File: config.mk
export PLATFORM = sky130hd
export DESIGN_NAME = snax_alu_pe_driver_flat
export DESIGN_NICKNAME = d
export VERILOG_FILES = /design/src/rtl/snax_alu_pe_driver_if.sv /design/src/rtl/snax_alu_pe_driver.sv /design/src/flat_wrapper.sv
export SDC_FILE = /design/constraint.sdc
export NUM_CORES = 1
export LEC_CHECK = 0
export ABC_CLOCK_PERIOD_IN_PS = 3100
export CORE_MARGIN = 2
export CORE_UTILIZATION = 45
export CTS_CLUSTER_DIAMETER = 80
export DETAILED_ROUTE_END_ITERATION = 16
export PLACE_DENSITY = 0.75
export SYNTH_ARGS = -nofsm -noshare
export SYNTH_HDL_FRONTEND = slang
export SYNTH_SLANG_ARGS = --single-unit
File: constraint.sdc
create_clock -name clk_i -period 3.1 [get_ports clk_i]
set_input_delay 0.62 -clock clk_i [delete_from_list [all_inputs] [get_ports clk_i]]
set_output_delay 0.62 -clock clk_i [all_outputs]
set_load 0.05 [all_outputs]
File: src/rtl/snax_alu_pe_driver_if.sv
// Stream bundle between the ALU PE driver, its operand/result streamers and the single ALU PE.
// The master modport is the driver's view; slave is the surrounding environment.
interface snax_alu_pe_driver_if #(
    parameter int unsigned DataWidth = 64
);
    logic [DataWidth-1:0] op_a_i;
    logic                 op_a_valid_i;
    logic                 op_a_ready_o;
    logic [DataWidth-1:0] op_b_i;
    logic                 op_b_valid_i;
    logic                 op_b_ready_o;
    logic [DataWidth-1:0] pe_a_o;
    logic                 pe_a_valid_o;
    logic                 pe_a_ready_i;
    logic [DataWidth-1:0] pe_b_o;
    logic                 pe_b_valid_o;
    logic                 pe_b_ready_i;
    logic [1:0]           pe_cfg_o;
    logic [DataWidth-1:0] pe_c_i;
    logic                 pe_c_valid_i;
    logic                 pe_c_ready_o;
    logic [DataWidth-1:0] res_o;
    logic                 res_valid_o;
    logic                 res_ready_i;

    modport master (
        input  op_a_i, op_a_valid_i, op_b_i, op_b_valid_i,
        input  pe_a_ready_i, pe_b_ready_i, pe_c_i, pe_c_valid_i, res_ready_i,
        output op_a_ready_o, op_b_ready_o, pe_a_o, pe_a_valid_o, pe_b_o, pe_b_valid_o,
        output pe_cfg_o, pe_c_ready_o, res_o, res_valid_o
    );

    modport slave (
        output op_a_i, op_a_valid_i, op_b_i, op_b_valid_i,
        output pe_a_ready_i, pe_b_ready_i, pe_c_i, pe_c_valid_i, res_ready_i,
        input  op_a_ready_o, op_b_ready_o, pe_a_o, pe_a_valid_o, pe_b_o, pe_b_valid_o,
        input  pe_cfg_o, pe_c_ready_o, res_o, res_valid_o
    );
endinterface

File: src/rtl/snax_alu_pe_driver.sv
// Issues a job of operand pairs to a single ALU PE, keeping at most one pair in flight,
// and buffers the PE results in a small FIFO that drains to the downstream writer.
module snax_alu_pe_driver #(
    parameter int unsigned DataWidth = 64,
    parameter int unsigned ResDepth  = 4,
    parameter int unsigned LenWidth  = 16
) (
    input  logic                 clk_i,
    input  logic                 rst_ni,
    input  logic                 start_i,
    input  logic [LenWidth-1:0]  len_i,
    input  logic [1:0]           alu_config_i,
    output logic                 busy_o,
    output logic                 done_o,
    snax_alu_pe_driver_if.master bus
);
    localparam int unsigned PtrWidth = $clog2(ResDepth);
    localparam int unsigned CntWidth = PtrWidth + 1;

    typedef enum logic [1:0] {StIdle, StRun, StDrain, StDone} state_e;

    state_e                state_q;
    logic [LenWidth-1:0]   len_q;
    logic [LenWidth-1:0]   issued_q;
    logic [LenWidth-1:0]   written_q;
    logic [1:0]            cfg_q;
    logic                  pe_busy_q;
    logic                  busy_q;
    logic                  done_q;

    logic [DataWidth-1:0]  fifo_mem_q [ResDepth];
    logic [PtrWidth-1:0]   wr_ptr_q;
    logic [PtrWidth-1:0]   rd_ptr_q;
    logic [CntWidth-1:0]   count_q;

    logic fifo_full;
    logic fifo_empty;
    logic fifo_free;
    logic c_ready;
    logic c_hs;
    logic can_issue;
    logic issue;
    logic pop;

    assign fifo_full  = (count_q == CntWidth'(ResDepth));
    assign fifo_empty = (count_q == '0);
    // The in-flight pair already owns a slot, so a new issue needs room beyond it.
    assign fifo_free  = ((count_q + CntWidth'(pe_busy_q)) < CntWidth'(ResDepth));

    assign c_ready = pe_busy_q & ~fifo_full;
    assign c_hs    = bus.pe_c_valid_i & c_ready;

    assign can_issue = (state_q == StRun) & (issued_q < len_q) & bus.op_a_valid_i &
                       bus.op_b_valid_i & (~pe_busy_q | c_hs) & fifo_free;
    assign issue     = can_issue & bus.pe_a_ready_i & bus.pe_b_ready_i;
    assign pop       = ~fifo_empty & bus.res_ready_i;

    assign bus.pe_a_o       = bus.op_a_i;
    assign bus.pe_b_o       = bus.op_b_i;
    assign bus.pe_a_valid_o = can_issue;
    assign bus.pe_b_valid_o = can_issue;
    assign bus.op_a_ready_o = issue;
    assign bus.op_b_ready_o = issue;
    assign bus.pe_cfg_o     = cfg_q;
    assign bus.pe_c_ready_o = c_ready;
    assign bus.res_o        = fifo_mem_q[rd_ptr_q];
    assign bus.res_valid_o  = ~fifo_empty;

    assign busy_o = busy_q;
    assign done_o = done_q;

    always_ff @(posedge clk_i or negedge rst_ni) begin
        if (!rst_ni) begin
            state_q   <= StIdle;
            len_q     <= '0;
            cfg_q     <= '0;
            issued_q  <= '0;
            written_q <= '0;
            pe_busy_q <= 1'b0;
            busy_q    <= 1'b0;
            done_q    <= 1'b0;
        end else begin
            done_q <= 1'b0;
            if (issue) begin
                issued_q <= issued_q + LenWidth'(1);
            end
            if (pop) begin
                written_q <= written_q + LenWidth'(1);
            end
            if (issue) begin
                pe_busy_q <= 1'b1;
            end else if (c_hs) begin
                pe_busy_q <= 1'b0;
            end
            unique case (state_q)
                StIdle: begin
                    if (start_i) begin
                        len_q     <= len_i;
                        cfg_q     <= alu_config_i;
                        issued_q  <= '0;
                        written_q <= '0;
                        busy_q    <= 1'b1;
                        if (len_i == '0) begin
                            state_q <= StDone;
                            done_q  <= 1'b1;
                        end else begin
                            state_q <= StRun;
                        end
                    end
                end
                StRun: begin
                    if (issued_q == len_q) begin
                        state_q <= StDrain;
                    end
                end
                StDrain: begin
                    if (written_q == len_q) begin
                        state_q <= StDone;
                        done_q  <= 1'b1;
                    end
                end
                StDone: begin
                    state_q <= StIdle;
                    busy_q  <= 1'b0;
                end
                default: begin
                    state_q <= StIdle;
                    busy_q  <= 1'b0;
                end
            endcase
        end
    end

    always_ff @(posedge clk_i or negedge rst_ni) begin
        if (!rst_ni) begin
            fifo_mem_q <= '{default: '0};
            wr_ptr_q   <= '0;
            rd_ptr_q   <= '0;
            count_q    <= '0;
        end else begin
            if (c_hs) begin
                fifo_mem_q[wr_ptr_q] <= bus.pe_c_i;
                wr_ptr_q             <= wr_ptr_q + PtrWidth'(1);
            end
            if (pop) begin
                rd_ptr_q <= rd_ptr_q + PtrWidth'(1);
            end
            count_q <= count_q + CntWidth'(c_hs) - CntWidth'(pop);
        end
    end
endmodule

File: src/flat_wrapper.sv
// flat-port wrapper written by rule: the top's interface ports become plain ports
module snax_alu_pe_driver_flat 
#(
    parameter int unsigned DataWidth = 64,
    parameter int unsigned ResDepth  = 4,
    parameter int unsigned LenWidth  = 16
)
  (clk_i, rst_ni, start_i, len_i, alu_config_i, busy_o, done_o, bus_op_a_i, bus_op_a_valid_i, bus_op_b_i, bus_op_b_valid_i, bus_pe_a_ready_i, bus_pe_b_ready_i, bus_pe_c_i, bus_pe_c_valid_i, bus_res_ready_i, bus_op_a_ready_o, bus_op_b_ready_o, bus_pe_a_o, bus_pe_a_valid_o, bus_pe_b_o, bus_pe_b_valid_o, bus_pe_cfg_o, bus_pe_c_ready_o, bus_res_o, bus_res_valid_o);
  snax_alu_pe_driver_if #(.DataWidth(DataWidth)) bus_i ();
  input  logic clk_i;
  input  logic rst_ni;
  input  logic start_i;
  input  logic [LenWidth-1:0] len_i;
  input  logic [1:0] alu_config_i;
  output logic busy_o;
  output logic done_o;
  input wire logic [$bits(bus_i.op_a_i)-1:0] bus_op_a_i;
  input wire logic [$bits(bus_i.op_a_valid_i)-1:0] bus_op_a_valid_i;
  input wire logic [$bits(bus_i.op_b_i)-1:0] bus_op_b_i;
  input wire logic [$bits(bus_i.op_b_valid_i)-1:0] bus_op_b_valid_i;
  input wire logic [$bits(bus_i.pe_a_ready_i)-1:0] bus_pe_a_ready_i;
  input wire logic [$bits(bus_i.pe_b_ready_i)-1:0] bus_pe_b_ready_i;
  input wire logic [$bits(bus_i.pe_c_i)-1:0] bus_pe_c_i;
  input wire logic [$bits(bus_i.pe_c_valid_i)-1:0] bus_pe_c_valid_i;
  input wire logic [$bits(bus_i.res_ready_i)-1:0] bus_res_ready_i;
  output wire logic [$bits(bus_i.op_a_ready_o)-1:0] bus_op_a_ready_o;
  output wire logic [$bits(bus_i.op_b_ready_o)-1:0] bus_op_b_ready_o;
  output wire logic [$bits(bus_i.pe_a_o)-1:0] bus_pe_a_o;
  output wire logic [$bits(bus_i.pe_a_valid_o)-1:0] bus_pe_a_valid_o;
  output wire logic [$bits(bus_i.pe_b_o)-1:0] bus_pe_b_o;
  output wire logic [$bits(bus_i.pe_b_valid_o)-1:0] bus_pe_b_valid_o;
  output wire logic [$bits(bus_i.pe_cfg_o)-1:0] bus_pe_cfg_o;
  output wire logic [$bits(bus_i.pe_c_ready_o)-1:0] bus_pe_c_ready_o;
  output wire logic [$bits(bus_i.res_o)-1:0] bus_res_o;
  output wire logic [$bits(bus_i.res_valid_o)-1:0] bus_res_valid_o;
  assign bus_i.op_a_i = bus_op_a_i;
  assign bus_i.op_a_valid_i = bus_op_a_valid_i;
  assign bus_i.op_b_i = bus_op_b_i;
  assign bus_i.op_b_valid_i = bus_op_b_valid_i;
  assign bus_i.pe_a_ready_i = bus_pe_a_ready_i;
  assign bus_i.pe_b_ready_i = bus_pe_b_ready_i;
  assign bus_i.pe_c_i = bus_pe_c_i;
  assign bus_i.pe_c_valid_i = bus_pe_c_valid_i;
  assign bus_i.res_ready_i = bus_res_ready_i;
  assign bus_op_a_ready_o = bus_i.op_a_ready_o;
  assign bus_op_b_ready_o = bus_i.op_b_ready_o;
  assign bus_pe_a_o = bus_i.pe_a_o;
  assign bus_pe_a_valid_o = bus_i.pe_a_valid_o;
  assign bus_pe_b_o = bus_i.pe_b_o;
  assign bus_pe_b_valid_o = bus_i.pe_b_valid_o;
  assign bus_pe_cfg_o = bus_i.pe_cfg_o;
  assign bus_pe_c_ready_o = bus_i.pe_c_ready_o;
  assign bus_res_o = bus_i.res_o;
  assign bus_res_valid_o = bus_i.res_valid_o;
  snax_alu_pe_driver #(.DataWidth(DataWidth), .ResDepth(ResDepth), .LenWidth(LenWidth)) u_core (.clk_i(clk_i), .rst_ni(rst_ni), .start_i(start_i), .len_i(len_i), .alu_config_i(alu_config_i), .busy_o(busy_o), .done_o(done_o), .bus(bus_i));
endmodule
Word level (Yosys, flattened, before mapping)
Index checks and enable logic that the tools add are counted.
- register bits after elaboration: 318
- bits of input ports: 219
- output and inout bits: 202
- logic and storage cells: 86
- add/subtract/negate cells: 7
- magnitude comparators: 5
- equal/unequal tests: 9
- mux-type cells: 25
- bitwise logic cells: 16
- reduce and logical (&&, ||, !) cells: 9
- operator list (operator ; count):
    $bwmux 256 ; 1
    $mux 64 ; 3
    $bmux 64 s2 ; 1
    $demux 64 s2 ; 1
    $mux 16 ; 6
    $add 16x1->16 const B ; 2
    $eq 16x16->1 ; 2
    $logic_not 16->1 ; 1
    $lt 16x16->1 ; 1
    $and 1x1->1 ; 10
    $mux 2 ; 4
    $pmux 2 s4 ; 1
    $add 3x1->3 ; 2
    $ge 3x3->1 const B ; 2
    $mux 1 ; 6
    $not 2->3 ; 2
    $add 2x1->2 const B ; 2
    $eq 2x2->1 const B ; 2
    $ne 2x2->1 const B ; 2
    $pmux 1 s2 ; 2
    $reduce_and 2->1 ; 2
    $reduce_bool 2->1 ; 2
    $eq 3x3->1 const B ; 1
    $logic_not 3->1 ; 1
    other kinds (10) ; 12

Logic depth before layout (Yosys ltp)
Gate-level depths: netlist of run 1.
- word-level depth: 12
- gate-level depth with buffers: 9
- depth with buffers taken out: 8

Worst setup path after synthesis of run 1
Ideal clock, no wire load.
- kind: flip-flop to output port
- from: register u_core.issued_q[1]
- to: output bus_pe_b_valid_o
- data arrival time: 2.437 ns
- required time: 2.480 ns
- setup slack: 0.043 ns
- cell stages (with the launch flop): 8
- cell sequence: dfrtp_1 -> ha_1 -> nor2b_1 -> o211ai_1 -> a21boi_4 -> buf_4 -> nor3_2 -> buf_4
- longest elaborated chain between the ends: 6
- RTL lines (item ; line ; RTL):
    start: declaration ; snax_alu_pe_driver.sv:24 ; logic [LenWidth-1:0] issued_q;
    start signal: assignment ; snax_alu_pe_driver.sv:85 ; issued_q <= issued_q + LenWidth'(1);
    $lt 16x16->1 ; snax_alu_pe_driver.sv:53 ; assign can_issue = (state_q == StRun) & (issued_q < len_q) & bus.op_a_valid_i &
    $and 1x1->1 (3 in series) ; snax_alu_pe_driver.sv:53 ;
    $and 1x1->1 (2 in series) ; snax_alu_pe_driver.sv:54 ; bus.op_b_valid_i & (~pe_busy_q | c_hs) & fifo_free;
    end: declaration ; flat_wrapper.sv:31 ; output wire logic [$bits(bus_i.pe_b_valid_o)-1:0] bus_pe_b_valid_o;
No other way between the ends.

Worst setup path in the final report of run 1
- from: register u_core.rd_ptr_q[1]
- to: output bus_res_o[1]
- longest elaborated chain between the ends: 4
- RTL lines (item ; line ; RTL):
    start: declaration ; snax_alu_pe_driver.sv:33 ; logic [PtrWidth-1:0] rd_ptr_q;
    start signal: assignment ; snax_alu_pe_driver.sv:146 ; rd_ptr_q <= rd_ptr_q + PtrWidth'(1);
    $not 2->3 (not written as such) ; snax_alu_pe_driver.sv:66 ; assign bus.res_o = fifo_mem_q[rd_ptr_q];
    $bmux 64 s2 ; snax_alu_pe_driver.sv:66 ;
    $mux 64 (not written as such) (2 in series) ; snax_alu_pe_driver.sv:66 ;
    end: declaration ; flat_wrapper.sv:34 ; output wire logic [$bits(bus_i.res_o)-1:0] bus_res_o;
No other way between the ends. The select of a mux whose other input is x is not followed.

==> flow_metrics.env, run 1 <==
export IMPL_outcome="finished clean"
export IMPL_yosys_area_share_simple_pct=6.35
export IMPL_synth_cell_types=51
export IMPL_drive_above_1_share_pct=35.3
export IMPL_ant_nets=0
export IMPL_wl_per_cell_um=19.1
export IMPL_reg2reg_slack_ps=890
export IMPL_postSynthAreaPerCell_um2=13.8
export IMPL_crit_path_max_fanout=16
export IMPL_maxCapViolations=0
export IMPL_synth_xor_area_share_pct=1.88
export IMPL_hold_viol=0
export IMPL_antenna_found_initial=0
export IMPL_arrival_ps=2410
export IMPL_start_util_pct=45.7
export IMPL_worstPathRequired_ps=2480
export IMPL_cts_tree="built"
export IMPL_initialDrtViolationCount=369
export IMPL_drt_pre_antenna_iters=4
export IMPL_clock_skew_ps=19.7
export IMPL_netlist_instances=1148
export IMPL_endpoint="bus_res_o[1]"
export IMPL_crit_slowest_cell="clkdlybuf4s50_1"
export IMPL_yosysWarnings=0
export IMPL_ioPinCount=421
export IMPL_setup_viol=0
export IMPL_worstMarginPinSlew_ps=608
export IMPL_synth_compound_area_share_pct=1.74
export IMPL_leakage_nw=8.89
export IMPL_rows=68
export IMPL_grt_first_pass_wirelength_um=52400
export IMPL_hold_buffers=0
export IMPL_post_dp_cell_area_um2=17100
export IMPL_cp_num_cells=3
export IMPL_clk_pin_slew_ps=60
export IMPL_diodes=0
export IMPL_max_stage_delay_ps=750
export IMPL_hold_class="input port to asynchronous set/reset pin"
export IMPL_grt_usage_pct=18.0
export IMPL_startpoint="u_core.rd_ptr_q[1]"
export IMPL_fin_total_pwr_w=0.0158
export IMPL_die_area_um2=36700
export IMPL_start_kind="register"
export IMPL_globalRouteOverflowTotal=0
export IMPL_r2r_start="u_core.count_q[1]"
export IMPL_synth_edf_count=0
export IMPL_ys_seq_area_share_pct=50.3
export IMPL_wl_um=32300
export IMPL_utilization_pct=53.0
export IMPL_worst_skew_pair_late_latency_ps=520
export IMPL_grt_max_degree=69
export IMPL_place_gp_congestion=0.776
export IMPL_route_vias_total=9193
export IMPL_synthMuxAreaShare_pct=28.5
export IMPL_clock_sinks=318
export IMPL_fp_dieH_um=192
export IMPL_chipWidth_um=192
export IMPL_syn_area_um2=15800
export IMPL_rr_worst_depth=6
export IMPL_cts_buffers=37
export IMPL_synth_fp_nets=1396
export IMPL_viasPerCell=5.45
export IMPL_critPathCaptureType="output pin"
export IMPL_vdd_drop_max_v=0.000590
export IMPL_hpwl_um=21700
export IMPL_finalMaxSlewViolations=0
export IMPL_cts_max_level=2
export IMPL_r2r_end="u_core.fifo_mem_q[169]"
export IMPL_fin_area_um2=18400
export IMPL_nets=1454
export IMPL_fmax_mhz=330
export IMPL_io_buffers=164
export IMPL_crit_buf_inv=2
export IMPL_min_period_over_period_pct=97.6
export IMPL_cpLargestDelayFamily="buffers and inverters"
export IMPL_syn2layout_area_growth_pct=15.9
export IMPL_synth_fa_ha_area_share_pct=2.34
export IMPL_synth_main_ff_cell="dfrtp_1"
export IMPL_drc_errors=0
export IMPL_critical_path_class="register to output pin"
export IMPL_root_buffer="clkbuf_16"
export IMPL_pwr_density_cell_nw_per_um2=862
export IMPL_crit_chain="buf_12 > mux4_2 > clkdlybuf4s50_1"
export IMPL_grt_pass1_vias=9788
export IMPL_post_route_min_period_ps=3030
export IMPL_design_core_area_um2=34600
export IMPL_tns_ps=0
export IMPL_ys_seq_elements=318
export IMPL_slew_headroom_pct=59.2
export IMPL_synthArstFlopShare_pct=100
export IMPL_synth_top_family_by_area="multiplexers"
export IMPL_clk_path_buf_depth=3
==> metrics by stage <==
stage	setup WS [ps]	cells	hold WS, ps
6_report	73.3	1688	23.4
5_1_grt	-9.45	1688	57.3
4_1_cts	28.7	1687	49.0
3_5_place_dp	226	1617	466
3_3_place_gp	203	1617	465
2_1_floorplan	43.2	1148	324
==> state kept, by name, summed over array words and instances (netlist names) <==
| name | flops |
|---|---|
| u_core.pe_busy_q | 1 |
| u_core.issued_q | 16 |
| u_core.len_q | 16 |
| u_core.state_q | 2 |
| u_core.wr_ptr_q | 2 |
| u_core.written_q | 16 |
| u_core.bus.pe_cfg_o | 2 |
| u_core.rd_ptr_q | 2 |
| u_core.count_q | 3 |
| u_core.busy_o | 1 |
| u_core.done_o | 1 |
| u_core.fifo_mem_q | 256 |
==> cell usage in the layout (no fill, tap or decap), types with 21 or more instances in the layout <==
master,synthesis,routed
dlygate4sd2_1,0,21
ha_1,28,28
mux2_1,50,50
inv_1,31,31
dfrtp_1,318,316
clkbuf_16,0,38
mux4_2,64,64
nand2_1,59,59
mux2_2,206,206
clkdlybuf4s50_1,0,96
buf_4,157,65
xor2_1,25,25
==> synthesized netlist by cell type (5+ instances only) <==
cell	n	area share [%]
mux2_1	50	3.6
nor4_2	8	0.63
mux4_2	64	9.1
o21ai_0	20	0.63
xnor2_1	9	0.50
buf_2	7	0.22
buf_4	157	7.4
nor4_1	12	0.47
nor3_1	5	0.16
nor2_1	19	0.45
mux2i_1	19	1.2
a21oi_1	8	0.25
nand3_1	13	0.41
inv_1	31	0.74
ha_1	28	2.2
and3_1	5	0.20
nand2_1	59	1.4
dfrtp_1	318	50
xor2_1	25	1.4
nand4_1	14	0.55
mux2_2	206	15
nand2b_1	14	0.55
clkbuf_1	15	0.36
==> power breakdown <==
group	switching, W	internal (W)
Combinational	0.00310	0.00249
Clock	0.00171	0.00257
Sequential	0.000668	0.00529
==> cells by family after synthesis <==
family / count (synthesis)
adder cells (fa/ha/maj): 29
multiplexers: 339
AO/OA/AOI/OAI: 41
buffers and inverters: 214
flip-flops: 318
AND/OR/NAND/NOR: 173
XOR/XNOR: 34
==> worst register-to-register path, stage by stage, from the launching register on <==
cell     delay [ps]
dfrtp_1         460
nor2_1          180
nand2_1          80
and3_1          340
nand2_4         370
buf_12          280
mux2_2          390
==> worst min path at each step <==
stage / slack, ps / start / depth (start not counted) / to
3_5_place_dp: 470 / u_core.bus.pe_cfg_o[1] / 2 / u_core.bus.pe_cfg_o[1]
4_1_cts: 50 / rst_ni / 1 / u_core.fifo_mem_q[162]
2_1_floorplan: 320 / rst_ni / 0 / u_core.bus.pe_cfg_o[0]
6_report: 20 / rst_ni / 1 / u_core.fifo_mem_q[231]
5_1_grt: 60 / rst_ni / 1 / u_core.fifo_mem_q[39]
3_3_place_gp: 470 / u_core.bus.pe_cfg_o[1] / 2 / u_core.bus.pe_cfg_o[1]
==> cell type report <==
class,instances,area (um2)
repair buffers,202,2030
inverters,31,116
multi-input cells,616,6470
clock buffers,55,1060
well taps,455,569
flip-flops and latches,318,7960
fillers,2841,16300
clock inverters,11,140
==> per-layer routing <==
layer  vias up  track usage, %  wire length (um)
li1       4094               -                 -
met1      4776            23.9             14100
met4         0            4.73               645
met3        62            4.06              1910
met2       261            30.0             15700
met5         -               0                 0
==> what timing repair did <==
| action | in CTS | in global routing |
|---|---|---|
| resized for setup | 22 | 1 |
| pin swaps | 0 | 2 |
| setup buffers | 4 | 1 |
| endpoints found under the setup margin | 62 | 4 |
No activity file was read; power rests on OpenSTA's default activity.
==> run 2, diff against run 1 <==
--- a/config.mk
+++ b/config.mk
@@ -6,6 +6,7 @@
 export NUM_CORES = 1
 export LEC_CHECK = 0
 export ABC_CLOCK_PERIOD_IN_PS = 3100
+export CAP_MARGIN = 20
 export CORE_MARGIN = 2
 export CORE_UTILIZATION = 45
 export CTS_CLUSTER_DIAMETER = 80
==> results of run 2 <==
Final layout, timing and power as in run 1 (identical DEF).
